==> src/rtl/seg_scan_mux.sv <==
// Multiplexed 7-segment scan driver: frame-synchronous shadow latch, leading-zero
// blanking, per-digit dp/blink, PWM brightness and selectable output polarity.
module seg_scan_mux #(
    parameter int DIGITS         = 4,
    parameter int DWELL          = 16,
    parameter int BLINK_FRAMES   = 32,
    parameter int SEG_ACTIVE_LOW = 0,
    parameter int SEL_ACTIVE_LOW = 0,
    localparam int BW            = $clog2(DWELL) + 1
) (
    input  logic                clk,
    input  logic                reset,
    input  logic                en,
    input  logic [4*DIGITS-1:0] bcd_in,
    input  logic [DIGITS-1:0]   dp_in,
    input  logic [DIGITS-1:0]   blink_mask,
    input  logic                blank_lz,
    input  logic [BW-1:0]       brightness,
    output logic [7:0]          seg,
    output logic [DIGITS-1:0]   sel,
    output logic                frame_start
);

    localparam int DW = $clog2(DWELL);
    localparam int GW = $clog2(DIGITS);
    localparam int FW = (BLINK_FRAMES > 1) ? $clog2(BLINK_FRAMES) : 1;
    localparam logic [DW-1:0]     LAST_DWELL = DW'(DWELL - 1);
    localparam logic [GW-1:0]     LAST_DIGIT = GW'(DIGITS - 1);
    localparam logic [FW-1:0]     LAST_FRAME = FW'(BLINK_FRAMES - 1);
    localparam logic [7:0]        SEG_OFF    = (SEG_ACTIVE_LOW != 0) ? 8'hFF : 8'h00;
    localparam logic [DIGITS-1:0] SEL_OFF    = (SEL_ACTIVE_LOW != 0) ? {DIGITS{1'b1}} : {DIGITS{1'b0}};

    function automatic logic [6:0] glyph(input logic [3:0] nib);
        logic [6:0] g;
        case (nib)
            4'h0:    g = 7'h3F;
            4'h1:    g = 7'h06;
            4'h2:    g = 7'h5B;
            4'h3:    g = 7'h4F;
            4'h4:    g = 7'h66;
            4'h5:    g = 7'h6D;
            4'h6:    g = 7'h7D;
            4'h7:    g = 7'h07;
            4'h8:    g = 7'h7F;
            4'h9:    g = 7'h6F;
            4'hA:    g = 7'h77;
            4'hB:    g = 7'h7C;
            4'hC:    g = 7'h39;
            4'hD:    g = 7'h5E;
            4'hE:    g = 7'h79;
            4'hF:    g = 7'h71;
            default: g = 7'h00;
        endcase
        return g;
    endfunction

    logic [DW-1:0]       dwell_q, dwell_d;
    logic [GW-1:0]       digit_q, digit_d;
    logic [FW-1:0]       frame_cnt_q, frame_cnt_d;
    logic                blink_q, blink_d;
    logic                frame_start_s;

    logic [4*DIGITS-1:0] bcd_sh_q;
    logic [DIGITS-1:0]   dp_sh_q;
    logic [DIGITS-1:0]   mask_sh_q;
    logic                lz_sh_q;
    logic [BW-1:0]       bright_sh_q;

    logic                s1_valid_q, s1_first_q, s1_blink_q;
    logic [GW-1:0]       s1_digit_q;
    logic [DW-1:0]       s1_dwell_q;

    logic [7:0]          seg_q, seg_d;
    logic [DIGITS-1:0]   sel_q, sel_d;
    logic                fs_q, fs_d;

    logic                lz_run_s;
    logic [DIGITS-1:0]   blank_s;
    logic [DIGITS-1:0]   sel_one_s;
    logic [3:0]          cur_nib_s;
    logic                cur_dp_s, cur_blank_s, cur_mask_s, lit_s;

    assign frame_start_s = en && (digit_q == {GW{1'b0}}) && (dwell_q == {DW{1'b0}});

    // Position counters and blink frame counter; everything freezes while en is low.
    always_comb begin
        dwell_d     = dwell_q;
        digit_d     = digit_q;
        frame_cnt_d = frame_cnt_q;
        blink_d     = blink_q;
        if (en) begin
            if (dwell_q == LAST_DWELL) begin
                dwell_d = {DW{1'b0}};
                if (digit_q == LAST_DIGIT) begin
                    digit_d = {GW{1'b0}};
                    if (frame_cnt_q == LAST_FRAME) begin
                        frame_cnt_d = {FW{1'b0}};
                        blink_d     = ~blink_q;
                    end else begin
                        frame_cnt_d = frame_cnt_q + 1'b1;
                    end
                end else begin
                    digit_d = digit_q + 1'b1;
                end
            end else begin
                dwell_d = dwell_q + 1'b1;
            end
        end else begin
            dwell_d = dwell_q;
        end
    end

    // Counters, frame-start shadow capture and stage-1 position register.
    always_ff @(posedge clk) begin
        if (reset) begin
            dwell_q     <= {DW{1'b0}};
            digit_q     <= {GW{1'b0}};
            frame_cnt_q <= {FW{1'b0}};
            blink_q     <= 1'b0;
            bcd_sh_q    <= {(4*DIGITS){1'b0}};
            dp_sh_q     <= {DIGITS{1'b0}};
            mask_sh_q   <= {DIGITS{1'b0}};
            lz_sh_q     <= 1'b0;
            bright_sh_q <= {BW{1'b0}};
            s1_valid_q  <= 1'b0;
            s1_first_q  <= 1'b0;
            s1_blink_q  <= 1'b0;
            s1_digit_q  <= {GW{1'b0}};
            s1_dwell_q  <= {DW{1'b0}};
        end else begin
            dwell_q     <= dwell_d;
            digit_q     <= digit_d;
            frame_cnt_q <= frame_cnt_d;
            blink_q     <= blink_d;
            if (frame_start_s) begin
                bcd_sh_q    <= bcd_in;
                dp_sh_q     <= dp_in;
                mask_sh_q   <= blink_mask;
                lz_sh_q     <= blank_lz;
                bright_sh_q <= brightness;
            end
            s1_valid_q  <= en;
            s1_first_q  <= frame_start_s;
            // Phase travels with the position so a frame never changes blink state mid-digit.
            s1_blink_q  <= blink_q;
            s1_digit_q  <= digit_q;
            s1_dwell_q  <= dwell_q;
        end
    end

    // Stage-2 decode: blanking chain from the top digit down, digit pick, dark gating, polarity.
    always_comb begin
        lz_run_s    = lz_sh_q;
        blank_s     = {DIGITS{1'b0}};
        sel_one_s   = {DIGITS{1'b0}};
        cur_nib_s   = 4'h0;
        cur_dp_s    = 1'b0;
        cur_blank_s = 1'b0;
        cur_mask_s  = 1'b0;
        for (int i = DIGITS - 1; i >= 0; i--) begin
            lz_run_s = lz_run_s && (bcd_sh_q[4*i +: 4] == 4'h0) && !dp_sh_q[i];
            if (i == 0) begin
                blank_s[i] = 1'b0;
            end else begin
                blank_s[i] = lz_run_s;
            end
        end
        for (int i = 0; i < DIGITS; i++) begin
            if (s1_digit_q == GW'(i)) begin
                sel_one_s[i] = 1'b1;
                cur_nib_s    = bcd_sh_q[4*i +: 4];
                cur_dp_s     = dp_sh_q[i];
                cur_blank_s  = blank_s[i];
                cur_mask_s   = mask_sh_q[i];
            end else begin
                sel_one_s[i] = 1'b0;
            end
        end
        lit_s = s1_valid_q && !cur_blank_s && !(s1_blink_q && cur_mask_s)
                && ({1'b0, s1_dwell_q} < bright_sh_q);
        if (lit_s) begin
            seg_d = {cur_dp_s, glyph(cur_nib_s)} ^ SEG_OFF;
            sel_d = sel_one_s ^ SEL_OFF;
        end else begin
            seg_d = SEG_OFF;
            sel_d = SEL_OFF;
        end
        fs_d = s1_first_q;
    end

    // Stage-2 output registers.
    always_ff @(posedge clk) begin
        if (reset) begin
            seg_q <= SEG_OFF;
            sel_q <= SEL_OFF;
            fs_q  <= 1'b0;
        end else begin
            seg_q <= seg_d;
            sel_q <= sel_d;
            fs_q  <= fs_d;
        end
    end

    assign seg         = seg_q;
    assign sel         = sel_q;
    assign frame_start = fs_q;

endmodule

==> config.mk <==
export PLATFORM = sky130hd
export DESIGN_NAME = seg_scan_mux
export DESIGN_NICKNAME = d
export VERILOG_FILES = /design/src/rtl/seg_scan_mux.sv
export SDC_FILE = /design/constraint.sdc
export NUM_CORES = 1
export LEC_CHECK = 0
export ABC_AREA = 1
export CAP_MARGIN = 0
export CORE_MARGIN = 2
export CORE_UTILIZATION = 57
export DETAILED_ROUTE_END_ITERATION = 10
export PLACE_DENSITY_LB_ADDON = 0.2
export SYNTH_ARGS = -nofsm -noshare
export SYNTH_HDL_FRONTEND = slang
export SYNTH_SLANG_ARGS = --single-unit
export TNS_END_PERCENT = 1
==> constraint.sdc <==
create_clock -name clk -period 5.6 [get_ports clk]
set_clock_uncertainty 0.2 [all_clocks]
set_input_delay 0.84 -clock clk [delete_from_list [all_inputs] [get_ports clk]]
set_output_delay 0.84 -clock clk [all_outputs]
set_load 0.01 [all_outputs]
==> results of run 1 <==
worst reg2reg max path, delay by kind of cell (launching register included):
kind	cells	cell delay, ns
adder cells (fa/ha/maj)	1	0.22
buffers and inverters	2	0.18
flip-flops	1	0.57
AND/OR/NAND/NOR	8	0.94
layout make-up:
cell class | count | area (um^2) | area share [%]
Clock buffer | 10 | 137.6 | 3.895
Timing Repair Buffer | 46 | 457.9 | 12.96
Multi-Input combinational cell | 259 | 1330 | 37.64
Sequential cell | 64 | 1281 | 36.26
Inverter | 46 | 172.7 | 4.887
Tap cell | 67 | 83.83 | 2.373
Clock inverter | 4 | 70.07 | 1.983
flip-flops by register name, summed over array words and instances (netlist names), 4 cells and up:
signal,flops
bcd_sh_q,16
seg,8
bright_sh_q,5
frame_cnt_q,5
dp_sh_q,4
dwell_q,4
mask_sh_q,4
s1_dwell_q,4
sel,4
metrics by stage:
stage                     worst slack [ns]  hold WS [ns]
after global routing                 2.745        0.2153
after detailed placement             2.594        0.1996
final                                2.964        0.2072
after global placement               2.676        0.1980
after CTS                            2.955        0.2085
after floorplan                      3.644        0.1883
power by group through the flow:
stage | clock (W) | combinational (W) | sequential [W]
6_report | 0.000426 | 0.000152 | 0.000499
5_1_grt | 0.000449 | 0.000174 | 0.000501
4_1_cts | 0.000427 | 0.000152 | 0.000498
2_1_floorplan | 0 | 0.0000992 | 0.000507
3_3_place_gp | 0 | 0.000147 | 0.000508
3_5_place_dp | 0 | 0.000149 | 0.000508
final timing paths:
kind                                                 to  slack, ns  cells past startpoint
worst max register to register        seg[5]$_SDFF_PP0_       3.40                     11
worst min-delay path             frame_start$_SDFF_PP0_       0.21                      2
worst min register to register   frame_start$_SDFF_PP0_       0.21                      2
worst max-delay path            digit_q[0]$_SDFFE_PP0P_       2.96                      4
metal layers:
metal  part of all wire [%]  wire [um]  up-vias
li1                       -          -     1304
met4                    1.4         80        0
met1                     47       2714     1130
met2                     46       2657       63
met5                      0          0        -
met3                    4.7        267        8
cells by family after synthesis:
group	synth area share, %
adder cells (fa/ha/maj)	7.048
AO/OA/AOI/OAI	13.79
flip-flops	45.11
AND/OR/NAND/NOR	25.68
XOR/XNOR	0.3084
buffers and inverters	8.061
synth_stat cells:
master | count | share of area, %
sky130_fd_sc_hd__a211oi_1 | 1 | 0.26
sky130_fd_sc_hd__a21oi_1 | 25 | 4.4
sky130_fd_sc_hd__a21oi_4 | 1 | 0.57
sky130_fd_sc_hd__buf_2 | 3 | 0.53
sky130_fd_sc_hd__buf_6 | 1 | 0.40
sky130_fd_sc_hd__clkbuf_1 | 8 | 1.1
sky130_fd_sc_hd__dfxtp_1 | 64 | 45
sky130_fd_sc_hd__ha_1 | 16 | 7.0
sky130_fd_sc_hd__inv_1 | 43 | 5.7
sky130_fd_sc_hd__inv_2 | 3 | 0.40
sky130_fd_sc_hd__nand2_1 | 61 | 8.1
sky130_fd_sc_hd__nand2_2 | 3 | 0.66
sky130_fd_sc_hd__nand2_4 | 1 | 0.40
sky130_fd_sc_hd__nand3_1 | 24 | 4.2
sky130_fd_sc_hd__nand3b_1 | 1 | 0.26
sky130_fd_sc_hd__nand4_4 | 1 | 0.75
sky130_fd_sc_hd__nor2_1 | 66 | 8.7
sky130_fd_sc_hd__nor2_2 | 1 | 0.22
sky130_fd_sc_hd__nor2_4 | 2 | 0.79
sky130_fd_sc_hd__nor3_1 | 5 | 0.88
sky130_fd_sc_hd__nor3b_1 | 1 | 0.26
sky130_fd_sc_hd__o21ai_0 | 44 | 7.8
sky130_fd_sc_hd__o21ai_1 | 1 | 0.18
sky130_fd_sc_hd__o21ai_2 | 1 | 0.31
sky130_fd_sc_hd__o22a_1 | 1 | 0.31
sky130_fd_sc_hd__or2_1 | 1 | 0.22
sky130_fd_sc_hd__or2_2 | 1 | 0.22
sky130_fd_sc_hd__xor2_1 | 1 | 0.31
cell usage in the layout (no fill, tap or decap):
| cell | instances |
|---|---|
| sky130_fd_sc_hd__nor2_1 | 66 |
| sky130_fd_sc_hd__dfxtp_1 | 64 |
| sky130_fd_sc_hd__nor2_2 | 1 |
| sky130_fd_sc_hd__inv_1 | 43 |
| sky130_fd_sc_hd__ha_1 | 16 |
| sky130_fd_sc_hd__xor2_1 | 1 |
| sky130_fd_sc_hd__nor2_4 | 2 |
| sky130_fd_sc_hd__inv_2 | 3 |
| sky130_fd_sc_hd__nor3_1 | 5 |
| sky130_fd_sc_hd__o22a_1 | 1 |
| sky130_fd_sc_hd__nand3_1 | 24 |
| sky130_fd_sc_hd__clkinv_2 | 2 |
| sky130_fd_sc_hd__a21oi_1 | 25 |
| sky130_fd_sc_hd__o21ai_1 | 1 |
| sky130_fd_sc_hd__clkdlybuf4s50_1 | 45 |
| sky130_fd_sc_hd__or2_1 | 1 |
| sky130_fd_sc_hd__nand2_1 | 61 |
| sky130_fd_sc_hd__buf_4 | 1 |
| sky130_fd_sc_hd__o21ai_2 | 1 |
| sky130_fd_sc_hd__a211oi_1 | 1 |
| sky130_fd_sc_hd__nor3b_1 | 1 |
| sky130_fd_sc_hd__nand2_4 | 1 |
| sky130_fd_sc_hd__o21ai_0 | 44 |
| sky130_fd_sc_hd__clkbuf_8 | 10 |
| sky130_fd_sc_hd__nand3b_1 | 1 |
| sky130_fd_sc_hd__nand4_4 | 1 |
| sky130_fd_sc_hd__bufinv_16 | 2 |
| sky130_fd_sc_hd__or2_2 | 1 |
| sky130_fd_sc_hd__a21oi_4 | 1 |
| sky130_fd_sc_hd__nand2_2 | 3 |
==> impl_metrics.csv, run 1 <==
group,metric,value,unit
status,result_of_the_run,"completed",
floorplanning,placement_rows,25,
final_layout,postLayoutCellArea,3533,um^2
logic_synthesis,synthesis.nets,430,
final_layout,layout.filler_cells,385,
final_layout,areaGrowthSynthToFinish,24.41,%
placement,dp_cell_count,482,
placement,placed_cell_area,3326,um^2
final_layout,postLayoutCoreUtil,74.32,%
pwr,comb_power_share,14.1,%
setup_path,setup.worst_path.end_class,"register",
setup_path,slowest_delay,0.78,ns
drt,drt.antenna.violating_nets,0,
logic_synthesis,yosysWarnings,0,
pwr,p_sw_share,25.01,%
pwr,portion_of_total_power_attributed_to_sequential_cells,46.3,%
drt,total_length_of_routed_wires,5719,um
placement,port_buffers,45,
setup_path,path_delay_family,"buffers and inverters",
sta,post-route-period-util,47.08,%
clock_network,clock_tree.htree_level_count,3,
global_routing,met3_usage,5.691,%
drt,via_per_inst,5.050,
pwr,netSwitchingPower,0.0002692,W
setup_path,rr_startpoint,"s1_digit_q[0]$_SDFF_PP0_",
global_routing,globalRouteTotalUtil,22.67,%
global_routing,gr-max-usage-layer,"met2",
global_routing,grt_use_met2,37.17,%
sta,timing_max_transition_violations_final,0,
sta,slew-limit-headroom,38.81,%
min_path,holdCritPathClass,"reg2reg",
clock_network,clkTransAtPathRegs,0.07,ns
floorplanning,floorplan.die.width,74.59,um
drt,initialDrtViolationCount,116,
pwr,finalPower,0.001077,W
logic_synthesis,syn_area_per_cell,7.455,um^2
setup_path,setup.worst_path.class,"in2reg",
clock_network,cts_max_path_buffers,2,
pwr,static_power_due_to_leakage,1.524,nW
drt,firstDrtPassIters,6,
floorplanning,core_area,4755,um^2
clock_network,post_cts.repair.setup_buffers,0,
logic_synthesis,synth.ff_latch_count,64,
logic_synthesis,synth-seq-area-share,45.11,%
pwr,cellPowerDensity,304.7,nW/um^2
final_layout,diodes,0,
setup_path,launching_element_of_the_worst_setup_path,"reset",
sta,tmin_final,2.636,ns
sta,rsz0062_at_grt,"no",
sta,clock.fmax,0.3793,GHz
logic_synthesis,yosysUniqueCellTypes,28,
sta,report.final.setup_viol,0,
clock_network,numCtsBuffers,9,
logic_synthesis,mappedNetlistArea,2840,um^2
final_layout,final_cell_count_no_fill,496,
sta,worst-slew-pin-transition,0.9168,ns
setup_path,start_kind,"primary input",
clock_network,clock-sinks,64,
job,drv_cap,0,
clock_network,tritoncts_clock_tree,"done",
clock_network,insertion_delay,0.34,ns
clock_network,cts_root_buf,"sky130_fd_sc_hd__clkbuf_8",
floorplanning,die_h,74.59,um
setup_path,cp_num_buf_inv,2,
min_path,min_delay_src,"fs_d$_SDFF_PP0_",
global_routing,grt_first_pass_wirelength,9549,um
placement,dpl.hpwl,3907,um
pwr,vdd_ir_drop_max,199.9,uV
global_routing,grt_start_max_net_pins,49,
pwr,clock_power_share,39.6,%
clock_network,post_cts.resized_instances,0,
global_routing,grt_pass1_vias,2221,
drt,wire_per_inst,11.53,um
floorplanning,boundaryPins,46,
clock_network,hold_buffers,0,
global_routing,grt-ovfl-total,0,
sta,setup_total_negative_slack,0,ns
final_layout,fin_nets,475,
setup_path,critical_path_peak_fanout,38,
drt,detailroute.via_count,2505,
global_routing,gr-usage-met1,28.45,%
setup_path,cp_cell_sequence,"clkdlybuf4s50_1 -> inv_1 -> o21ai_0 -> a211oi_1",
pwr,internal_power,0.0008073,W
sta,hold_viol_final,0,
final_layout,drive_gt1_share,6.760,%
floorplanning,start_util,59.74,%
logic_synthesis,netlist_instances,381,
drt,route.detailed.drc,0,
global_routing,number_of_antenna_violations_at_the_first_check_in_global_routing,0,
setup_path,worst_path_max_delay_cell,"sky130_fd_sc_hd__inv_1",
floorplanning,floorplan.die_area,5564,um^2
setup_path,timing.critical_path.arrival,2.68,ns
placement,routabilityCongestion,0.9217,
setup_path,required,5.64,ns
Note: power is estimated with default switching activity, not from simulation.
==> inputs of run 2 (changes only) <==
CORE_UTILIZATION = 48   (was 57)
clock period = 2.4 ns   (was 5.6 ns; I/O delays follow)
==> run 2 against run 1 <==
Critical path depth is 7 higher. Worst setup slack worse by 2.6 ns. Largest power group unchanged. Power increased by 130%. Hold slack gained 0.0086 ns. Utilization decreased by 12 points.
==> impl_metrics.csv, run 2 (synthesized netlist as in run 1, its figures left out) <==
group,metric,value,unit
floorplanning,die_h,80.92,um
clock_network,clkTransAtPathRegs,0.07,ns
drt,detailroute.via_count,2503,
min_path,holdCritPathClass,"reg2reg",
final_layout,fin_nets,482,
clock_network,cts_max_path_buffers,2,
floorplanning,placement_rows,28,
clock_network,insertion_delay,0.33,ns
clock_network,cts_root_buf,"sky130_fd_sc_hd__clkbuf_8",
global_routing,grt-ovfl-total,0,
setup_path,setup.worst_path.class,"reg2reg",
sta,clock.fmax,0.4850,GHz
setup_path,slowest_delay,0.40,ns
job,drv_cap,0,
clock_network,tritoncts_clock_tree,"done",
global_routing,grt_first_pass_wirelength,9680,um
clock_network,post_cts.repair.setup_buffers,0,
sta,slew-limit-headroom,70.78,%
setup_path,worst_path_max_delay_cell,"sky130_fd_sc_hd__dfxtp_1",
clock_network,post_cts.resized_instances,0,
setup_path,timing.critical_path.arrival,2.10,ns
drt,via_per_inst,4.879,
sta,final_critical_path_setup_slack,0.3382,ns
pwr,cellPowerDensity,699.0,nW/um^2
status,result_of_the_run,"completed",
setup_path,required,2.43,ns
setup_path,start_kind,"register",
final_layout,register_ranked_first_by_flip_flop_count,"bcd_sh_q",
sta,report.final.setup_viol,0,
floorplanning,start_util,48.84,%
drt,firstDrtPassIters,4,
clock_network,clock-sinks,64,
clock_network,numCtsBuffers,9,
global_routing,globalRouteTotalUtil,19.32,%
drt,route.detailed.drc,0,
drt,wire_per_inst,10.98,um
sta,hold_viol_final,0,
sta,rsz0062_at_grt,"no",
drt,total_length_of_routed_wires,5634,um
clock_network,clock_tree.htree_level_count,3,
pwr,static_power_due_to_leakage,1.551,nW
clock_network,hold_buffers,0,
global_routing,grt_start_max_net_pins,31,
setup_path,setup.worst_path.end_class,"register",
final_layout,drive_gt1_share,8.676,%
floorplanning,boundaryPins,46,
sta,worst-slew-pin-transition,0.4379,ns
setup_path,critical_path_peak_fanout,8,
floorplanning,core_area,5816,um^2
placement,dpl.hpwl,4328,um
final_layout,max_reg_flops,16,
floorplanning,floorplan.die_area,6548,um^2
global_routing,grt_pass1_vias,2312,
final_layout,layout.filler_cells,551,
sta,post-route-period-util,85.91,%
global_routing,number_of_antenna_violations_at_the_first_check_in_global_routing,0,
placement,port_buffers,45,
placement,routabilityCongestion,0.9322,
final_layout,diodes,0,
final_layout,layout_common_cells,"66 x sky130_fd_sc_hd__nor2_1, 64 x sky130_fd_sc_hd__dfxtp_1, 61 x sky130_fd_sc_hd__nand2_1",
final_layout,areaGrowthSynthToFinish,27.05,%
final_layout,layout_commonest_cell,"sky130_fd_sc_hd__nor2_1",
placement,pre_cts_ws,0.2292,ns
final_layout,multiInputGateArea,1330,um^2
pwr,vdd_ir_drop_max,480.7,uV
sta,timing_max_transition_violations_final,0,
setup_path,critPathMostFrequentCell,"sky130_fd_sc_hd__nand2_1",
drt,initialDrtViolationCount,124,
sta,setup_total_negative_slack,0,ns
floorplanning,floorplan.die.width,80.92,um
setup_path,cp_cell_sequence,"nor2_1 -> nand2_1 -> nand3_1 -> nand2_1 -> inv_1 -> ha_1 -> nand3_1 -> nand3_1 -> nand2_1 -> nand2_1 -> inv_1",
drt,drt.antenna.violating_nets,0,
final_layout,seq_area,1281,um^2
sta,tmin_final,2.062,ns
==> run 2: where the power goes <==
| group | switching [W] | internal (W) |
|---|---|---|
| Clock | 0.000419 | 0.000584 |
| Combinational | 0.000197 | 0.000161 |
| Sequential | 0.0000312 | 0.00113 |
| Total | 0.000647 | 0.00188 |
==> run 2: area by class of cell <==
class | instances | area share, %
well taps | 75 | 2.601
flip-flops and latches | 64 | 35.51
repair buffers | 53 | 14.15
clock buffers | 9 | 3.433
clock inverters | 7 | 2.670
inverters | 46 | 4.785
multi-input cells | 259 | 36.86
==> run 2: worst max-delay path: cells and delay by family, from the launching register on <==
kind | cells | cell delay, ns
and+or+nand+nor | 8 | 0.98
DFF | 1 | 0.40
buffers and inverters | 2 | 0.21
adders and majority gates | 1 | 0.17
==> run 2: metal layers <==
| layer | track usage [%] | wire (um) | up-vias |
|---|---|---|---|
| met2 | 31.65 | 2650 | 50 |
| li1 | - | - | 1320 |
| met5 | 0 | 0 | - |
| met3 | 4.333 | 232 | 12 |
| met1 | 23.19 | 2619 | 1121 |
| met4 | 11.36 | 132 | 0 |
==> run 2: through the flow <==
stage               power [W]  utilization, %  hold slack, ns  std cells  instance area (um^2)
floorplan            0.001414               -          0.1883        381                  2840
global route         0.002658           62.05          0.2358        513                  3608
CTS                  0.002556           62.05          0.2184        513                  3608
detailed placement   0.001546           58.26          0.2029        497                  3388
global placement     0.001538           58.26          0.2138        497                  3388
finish               0.002522           62.05          0.2158        513                  3608
==> run 2: worst paths after layout <==
check,slack (ns),endpoint,start,cells past startpoint
max,0.34,seg[3]$_SDFF_PP0_,s1_digit_q[1]$_SDFF_PP0_,11
max reg2reg,0.34,seg[3]$_SDFF_PP0_,s1_digit_q[1]$_SDFF_PP0_,11
min,0.22,frame_start$_SDFF_PP0_,fs_d$_SDFF_PP0_,2
min reg2reg,0.22,frame_start$_SDFF_PP0_,fs_d$_SDFF_PP0_,2
